### src/rtl/wb_interconnect_1xn_to.sv
// 1-master / N-slave Wishbone interconnect with registered decode, locked slave selection,
// an error responder for unmapped addresses and a per-access slave-response watchdog.
module wb_interconnect_1xn_to #(
    parameter int                                   WB_ADDR_WIDTH  = 32,
    parameter int                                   WB_DATA_WIDTH  = 32,
    parameter int                                   N_SLAVES       = 6,
    parameter logic [N_SLAVES*2*WB_ADDR_WIDTH-1:0]  ADDR_RANGES    = '0,
    parameter int                                   TIMEOUT_CYCLES = 256
) (
    input  logic                                    clk,
    input  logic                                    rst,
    // master side
    input  logic [WB_ADDR_WIDTH-1:0]                m_adr,
    input  logic [WB_DATA_WIDTH-1:0]                m_dat_w,
    input  logic [WB_DATA_WIDTH/8-1:0]              m_sel,
    input  logic [2:0]                              m_cti,
    input  logic [1:0]                              m_bte,
    input  logic                                    m_cyc,
    input  logic                                    m_stb,
    input  logic                                    m_we,
    output logic [WB_DATA_WIDTH-1:0]                m_dat_r,
    output logic                                    m_ack,
    output logic                                    m_err,
    // slave side, slot i = [i*W +: W]
    output logic [N_SLAVES*WB_ADDR_WIDTH-1:0]       s_adr,
    output logic [N_SLAVES*WB_DATA_WIDTH-1:0]       s_dat_w,
    output logic [N_SLAVES*WB_DATA_WIDTH/8-1:0]     s_sel,
    output logic [N_SLAVES*3-1:0]                   s_cti,
    output logic [N_SLAVES*2-1:0]                   s_bte,
    output logic [N_SLAVES-1:0]                     s_cyc,
    output logic [N_SLAVES-1:0]                     s_stb,
    output logic [N_SLAVES-1:0]                     s_we,
    input  logic [N_SLAVES*WB_DATA_WIDTH-1:0]       s_dat_r,
    input  logic [N_SLAVES-1:0]                     s_ack,
    input  logic [N_SLAVES-1:0]                     s_err,
    // status
    output logic                                    err_unmapped,
    output logic                                    err_timeout,
    output logic                                    busy
);

    localparam int AW    = WB_ADDR_WIDTH;
    localparam int DW    = WB_DATA_WIDTH;
    localparam int SEL_W = (N_SLAVES > 1) ? $clog2(N_SLAVES) : 1;
    localparam int CNT_W = (TIMEOUT_CYCLES > 1) ? $clog2(TIMEOUT_CYCLES) : 1;
    localparam bit WD_EN = (TIMEOUT_CYCLES > 0);
    localparam logic [CNT_W-1:0] CNT_LIMIT = WD_EN ? CNT_W'(TIMEOUT_CYCLES - 1) : '0;

    typedef enum logic [1:0] {
        S_IDLE,
        S_ACTIVE,
        S_ABORT
    } state_t;

    state_t             r_state;
    logic [SEL_W-1:0]   r_sel;
    logic [CNT_W-1:0]   r_cnt;
    logic               r_err_q;
    logic               r_err_unmapped;
    logic               r_err_timeout;

    logic               w_hit;
    logic [SEL_W-1:0]   w_hit_idx;
    logic               w_sel_ack;
    logic               w_sel_err;
    logic [DW-1:0]      w_sel_dat;
    logic               w_active;

    // Scan from the top index down so the lowest matching slave overrides on overlap.
    // NOTE: every combinational output gets a default first so no path leaves it unassigned (no latch).
    always_comb begin
        w_hit     = 1'b0;
        w_hit_idx = '0;
        for (int i = N_SLAVES - 1; i >= 0; i--) begin
            if (m_adr >= ADDR_RANGES[(N_SLAVES-1-i)*2*AW + AW +: AW] &&
                m_adr <= ADDR_RANGES[(N_SLAVES-1-i)*2*AW +: AW]) begin
                w_hit     = 1'b1;
                w_hit_idx = SEL_W'(i);
            end
        end
    end

    always_comb begin
        w_sel_ack = 1'b0;
        w_sel_err = 1'b0;
        w_sel_dat = '0;
        for (int i = 0; i < N_SLAVES; i++) begin
            if (r_sel == SEL_W'(i)) begin
                w_sel_ack = s_ack[i];
                w_sel_err = s_err[i];
                w_sel_dat = s_dat_r[i*DW +: DW];
            end
        end
    end

    assign w_active = (r_state == S_ACTIVE) && m_cyc;

    always_comb begin
        s_cyc = '0;
        s_stb = '0;
        for (int i = 0; i < N_SLAVES; i++) begin
            if (w_active && r_sel == SEL_W'(i)) begin
                s_cyc[i] = 1'b1;
                s_stb[i] = m_stb;
            end
        end
    end

    assign s_adr   = {N_SLAVES{m_adr}};
    assign s_dat_w = {N_SLAVES{m_dat_w}};
    assign s_sel   = {N_SLAVES{m_sel}};
    assign s_cti   = {N_SLAVES{m_cti}};
    assign s_bte   = {N_SLAVES{m_bte}};
    assign s_we    = {N_SLAVES{m_we}};

    // ACK wins if a slave raises both, so the master never sees ACK and ERR together.
    assign m_ack        = w_active & w_sel_ack;
    assign m_err        = w_active ? (w_sel_err & ~w_sel_ack)
                                   : ((r_state == S_ABORT) & r_err_q);
    assign m_dat_r      = (r_state == S_ACTIVE) ? w_sel_dat : '0;
    assign busy         = (r_state != S_IDLE);
    assign err_unmapped = r_err_unmapped;
    assign err_timeout  = r_err_timeout;

    // NOTE: state registers use non-blocking assignments so every flop samples pre-edge values.
    always_ff @(posedge clk) begin
        if (rst) begin
            r_state        <= S_IDLE;
            r_sel          <= '0;
            r_cnt          <= '0;
            r_err_q        <= 1'b0;
            r_err_unmapped <= 1'b0;
            r_err_timeout  <= 1'b0;
        end else begin
            r_err_unmapped <= 1'b0;
            r_err_timeout  <= 1'b0;
            case (r_state)
                S_IDLE: begin
                    r_cnt   <= '0;
                    r_err_q <= 1'b0;
                    if (m_cyc && m_stb) begin
                        if (w_hit) begin
                            r_state <= S_ACTIVE;
                            r_sel   <= w_hit_idx;
                        end else begin
                            r_state        <= S_ABORT;
                            r_err_unmapped <= 1'b1;
                        end
                    end
                end
                S_ACTIVE: begin
                    if (!m_cyc) begin
                        r_state <= S_IDLE;
                        r_cnt   <= '0;
                    end else if (w_sel_ack || w_sel_err || !m_stb) begin
                        r_cnt <= '0;
                    end else if (WD_EN && r_cnt == CNT_LIMIT) begin
                        // The stalled strobe is answered with ERR in the same cycle the abort is flagged.
                        r_state       <= S_ABORT;
                        r_err_timeout <= 1'b1;
                        r_err_q       <= 1'b1;
                        r_cnt         <= '0;
                    end else if (WD_EN) begin
                        r_cnt <= r_cnt + 1'b1;
                    end
                end
                S_ABORT: begin
                    if (!m_cyc) begin
                        r_state <= S_IDLE;
                        r_err_q <= 1'b0;
                    end else begin
                        r_err_q <= m_stb & ~r_err_q;
                    end
                end
                default: r_state <= S_IDLE;
            endcase
        end
    end

endmodule
### config.mk
export PLATFORM = sky130hd
export DESIGN_NAME = wb_interconnect_1xn_to
export DESIGN_NICKNAME = d
export VERILOG_FILES = /design/src/rtl/wb_interconnect_1xn_to.sv
export SDC_FILE = /design/constraint.sdc
export NUM_CORES = 1
export LEC_CHECK = 0
export CORE_AREA = 2 2 302 304
export CTS_BUF_LIST = sky130_fd_sc_hd__clkbuf_4 sky130_fd_sc_hd__clkbuf_8
export DETAILED_ROUTE_END_ITERATION = 8
export DIE_AREA = 0 0 304 306
export HOLD_SLACK_MARGIN = 0.05
export PLACE_DENSITY_LB_ADDON = 0.15
export REMOVE_ABC_BUFFERS = 1
export SLEW_MARGIN = 10
export SYNTH_ARGS = -nofsm -noshare
export SYNTH_HDL_FRONTEND = slang
export SYNTH_SLANG_ARGS = --single-unit
### constraint.sdc
create_clock -name clk -period 2.3 [get_ports clk]
set_clock_uncertainty 0.2 [all_clocks]
set_input_delay 0.345 -clock clk [delete_from_list [all_inputs] [get_ports clk]]
set_output_delay 0.345 -clock clk [all_outputs]
set_load 0.03 [all_outputs]
# ---- Word-level counts from Yosys, hierarchy flattened
# Index checks and enable logic that the tools add are counted.
# W data, S select, Z words.
dict set report classes {
  n_addsub 1
  multipliers 0
  div 0
  magnitude_cmp 2
  n_eq_ne 10
  shift 0
  mux 23
  n_bitwise 10
  n_reduce_logical 14
}
# op count
set op_table {}
lappend op_table {{$ge A32 B1 Y1 const B} 1}
lappend op_table {{$le A32 B1 Y1 const B} 1}
lappend op_table {{$mux W32} 1}
lappend op_table {{$mux W8} 3}
lappend op_table {{$pmux W8 S2} 1}
lappend op_table {{$mux W2} 6}
lappend op_table {{$mux W1} 10}
lappend op_table {{$add A8 B1 Y8 const B} 1}
lappend op_table {{$eq A8 B8 Y1 const B} 1}
lappend op_table {{$ne A2 B2 Y1 const B} 4}
lappend op_table {{$reduce_and A4 Y1} 2}
lappend op_table {{$not A1 Y1} 6}
lappend op_table {{$pmux W2 S3} 1}
lappend op_table {{$and A1 B1 Y1} 4}
lappend op_table {{$reduce_bool A2 Y1} 2}
lappend op_table {{$reduce_or A4 Y1} 1}
lappend op_table {{$logic_and A1 B1 Y1} 3}
lappend op_table {{$ne A3 B2 Y1 const B} 1}
lappend op_table {{$ne A3 B3 Y1 const B} 1}
lappend op_table {{$pmux W1 S3} 1}
lappend op_table {{$reduce_bool A3 Y1} 1}
lappend op_table {{$reduce_or A3 Y1} 1}
lappend op_table {{$eq A2 B1 Y1 const B} 1}
lappend op_table {{$eq A2 B2 Y1 const B} 1}
lappend op_table {{other kinds (4)} 5}
dict set report word_totals {
  reg_bits 13
  latchBits 0
  mem_bits_rw 0
  mem_bits_ro 0
  memories 0
}

# ---- Depth between registers and ports, before layout
dict set report logic_depth {
  word_depth 6
  mapped_depth 7
  ltp_nobuf 6
}

# ---- Least setup slack after synthesis
# Ideal clock, no wire load.
dict set report synth_timing {
  path_type {register to output}
  startpoint {register r_state[1]}
  endpoint {output m_err}
  arrival_time_ns 1.690
  required_ns 1.755
  setup_slack_ns 0.065
  stages_incl_launch_ff 6
  path_buffers 1
  cell_sequence {dfxtp_1 -> inv_1 -> ha_1 -> clkbuf_1 -> and2_1 -> o21ai_0}
}
dict set report synth_via {
  elab_chain_len 3
  elab_cells_between_ends 5
  classes_between {eq/ne (2); mux (1); bitwise (1); reduce/logical (1)}
}
# item line
set synth_rtl {}
lappend synth_rtl {{start, declared} 55} ;# state_t r_state;
lappend synth_rtl {{start signal, assigned} 128} ;# r_state <= S_IDLE;
lappend synth_rtl {{start signal, assigned} 143} ;# r_state <= S_ACTIVE;
lappend synth_rtl {{start signal, assigned} 146} ;# r_state <= S_ABORT;
lappend synth_rtl {{$eq A2 B1 Y1} 96} ;# assign w_active = (r_state == S_ACTIVE) && m_cyc;
lappend synth_rtl {{$logic_and A1 B1 Y1} 96}
lappend synth_rtl {{named net w_active} 67} ;# logic w_active;
lappend synth_rtl {{$mux W1} 118} ;# assign m_err = w_active ? (w_sel_err & ~w_sel_ack)
lappend synth_rtl {{end, declared} 23} ;# output logic m_err,
# The timed path passes the listed nets, and every way through them passes these cells.

# ---- Worst setup path after layout
dict set report layout_timing {
  startpoint {input m_adr[4]}
  endpoint {output s_adr[164]}
}
# item line
set layout_rtl {}
lappend layout_rtl {{start, declared} 13} ;# input logic [WB_ADDR_WIDTH-1:0] m_adr,
lappend layout_rtl {{end, declared} 25} ;# output logic [N_SLAVES*WB_ADDR_WIDTH-1:0] s_adr,
# No word-level cell between the ends.

==> metrics.md <==
| Metric | Value |
|---|---|
| IO Pins | `~780` |
| CTS tree | `yes` |
| PortBufs | `300` |
| Post-Syn Area | `approximately 0.0045 mm²` |
| Fmax | `approximately 450 MHz` |
| Crit path largest cell delay | `0.72 ns` |
| Power Dens Cells | `271 mW/mm²` |
| RSZ-0062 raised after global routing | `no` |
| Register Area | `260 µm²` |
| CTS clk-pin slew, worst paths | `about 0.06 ns` |
| Most common cell on crit path | `clkdlybuf4s50_1` |
| Buf+Inv Stages, Crit Path | `2` |
| Worst-path fanout max | `4` |
| Width of the die | `304 µm` |
| Max Cap Violations | `0` |
| Initial DRC count | `147` |
| Worst min path class | `register to register` |
| Endpoint class of the critical path | `primary output` |
| CTS HTree Levels | `1` |
| DR DRC count | `0` |
| Peak VDD IR | `135 µV` |
| Final Setup Violations | `0` |
| Total die area | `0.0930 mm²` |
| Routed Antenna Nets | `0` |
| Min Tclk post-route | `approximately 2.2 ns` |
| Clock Tree Buf Depth | `2` |
| Leak | `~2.3 nW` |
| Status | `finished clean` |
| Required time worst endpoint | `1.75 ns` |
| Number of antenna cells inserted | `0` |
| Unique masters post-synth | `37` |
| Hold Slack | `0.288 ns` |
| Die Span Y | `between 300 and 400 µm` |
| Crit path arrival time | `~1.7 ns` |
| Area Growth Syn to Fin | `34.6%` |
| Yosys Warn Count | `0` |
| Clk root buf | `clkbuf_8` |
| Global route overflow | `0` |
| Number of global-route vias before repair | `3291` |
| CTS sink cnt | `13` |
| Top_reg_cell synth | `dfxtp_1` |
| Final Cycle Share | `roughly 96%` |
| Router iterations before antenna repair | `4` |
| Final wirelength | `approximately 40000 µm` |
| Max-slew violation count | `0` |
| Crit start category | `primary input` |
| Yosys reg bits | `13` |
| HPWL after detailed placement | `~35000 µm` |
| Initial antenna violation count | `4` |
| Crit-path cells | `clkdlybuf4s50_1 > clkdlybuf4s50_1` |
| Syn_area_per_cell | `around 7.6 µm²` |
| Final hold violations | `0` |
| Final net count | `782` |
| Core area | `approximately 0.090 mm²` |
| Routability cong. | `0.663` |
| Hold path start | `r_err_q` |
| Multi-input gate area | `~790 µm²` |
| GRT Total Usage | `7.98%` |
| Post-synth EDFFs | `0` |
| Kind of critical path | `primary input to primary output` |
| Starting Density | `5.00%` |
| Delay-heaviest family, CP | `buffers and inverters` |
| DP Area | `0.00597 mm²` |
| Via/cell ratio | `between 1.5 and 2` |
| Row Count | `110` |
| Global-route wire length before repair | `about 47000 µm` |
| Async SR Flop Fraction | `0%` |
| Fin area | `0.00602 mm²` |
| Largest net degree at the start of global routing | `38` |
| Via Count | `~3300` |
| Reg2Reg Setup Slack | `roughly 0.18 ns` |
| Layout cell share with drive strength beyond 1 | `58.5%` |
| Clock Latency Late Sink | `about 0.25 ns` |
| WL per Instance | `between 20 and 25 µm` |
| Worst r2r src | `r_state[0]` |
| Crit. Startpoint | `m_adr[4]` |
| Sequential-to-total area share from yosys stat | `about 5.8%` |
| # fillers | `approximately 10000` |
| Slowest CP cell | `clkdlybuf4s50_1` |
| TritonCTS Buffers | `3` |
| Cells after Synth | `between 500 and 600` |
## power breakdown
group          switching (mW)  internal (mW)  total (mW)
clock network          0.0980          0.134       0.232
logic                   0.668          0.496        1.16
registers             0.00578          0.231       0.237
## sequential cells by signal, summed over array words and instances (netlist names)
signal        cells
err_timeout       1
err_unmapped      1
r_cnt             8
r_err_q           1
r_state           2
## area by class of cell
type,count,area share [%]
Timing Repair Buffer,352,56.9
Tap cell,1176,24.4
Multi-Input combinational cell,118,13.1
Sequential cell,13,4.32
Clock buffer,4,0.810
Inverter,7,0.436
## placed cells by master (no fill, tap or decap), types with 4 or more instances in the layout
master,instances
nor4_1,10
inv_1,7
nand2_1,4
buf_12,48
dfxtp_1,13
clkdlybuf4s50_1,73
buf_4,231
ha_1,4
a21oi_1,4
nor2_1,5
conb_1,10
nor3_1,11
and2_1,33
## cells in the mapped netlist (2+ instances only)
library cell	number	area share, %
xor2_1	3	0.59
o21ai_0	3	0.34
clkbuf_1	5	0.42
nand2_1	4	0.34
nand3_1	3	0.34
dfxtp_1	13	5.8
nor4_1	10	1.4
buf_4	455	76
xnor2_1	2	0.39
or4_1	2	0.34
and2_1	33	4.6
ha_1	5	1.4
nor3_1	11	1.2
and4_1	3	0.59
a21oi_1	4	0.45
inv_1	7	0.59
nor2_1	5	0.42
o2111ai_1	2	0.39
## per-layer routing
layer  track usage, %  up-vias  share of wire, %
met3             7.64       30                22
met4            0.949       12               1.2
li1                 -     1197                 -
met1             7.45     1363                33
met5             4.08        -               1.5
met2             12.5      669                43
## metrics by stage
step / worst slack, ns / power [mW] / TNS (ns) / util, % / std cells
after floorplan: -0.193 / 0.323 / -0.267 / - / 138
after global placement: -0.168 / 1.44 / -0.410 / 6.67 / 1666
after detailed placement: -0.214 / 1.43 / -0.477 / 6.67 / 1666
after CTS: 0.0125 / 1.67 / 0 / 6.72 / 1670
after global routing: 0.00296 / 1.71 / 0 / 6.72 / 1670
final: 0.0949 / 1.63 / 0 / 6.72 / 1670
## path summary, 6_finish.rpt
kind | depth (start not counted) | to
max | 2 | s_adr[164]
min | 2 | r_err_q
max reg2reg | 6 | r_state[1]
min reg2reg | 2 | r_err_q
## timing repair
action | CTS | global route
gates resized for setup | 1 | 1
endpoints found under the setup margin | 1 | 4
pin swaps | 0 | 1
cloned | 0 | 0
buffers inserted | 0 | 0
hold buffers | 0 | 0
## cell families (layout without fill, tap and decap cells)
logic type,Yosys count,after routing,share of synthesized area (%)
mux,1,1,0.224
fa+ha+maj,5,5,1.40
xor+xnor,5,5,0.979
simple gates,79,79,10.8
other cells,1,10,0.0838
compound gates,18,18,3.36
buf+inv,467,363,77.3
flops,13,13,5.81
Power figures use the tool's default switching activity.
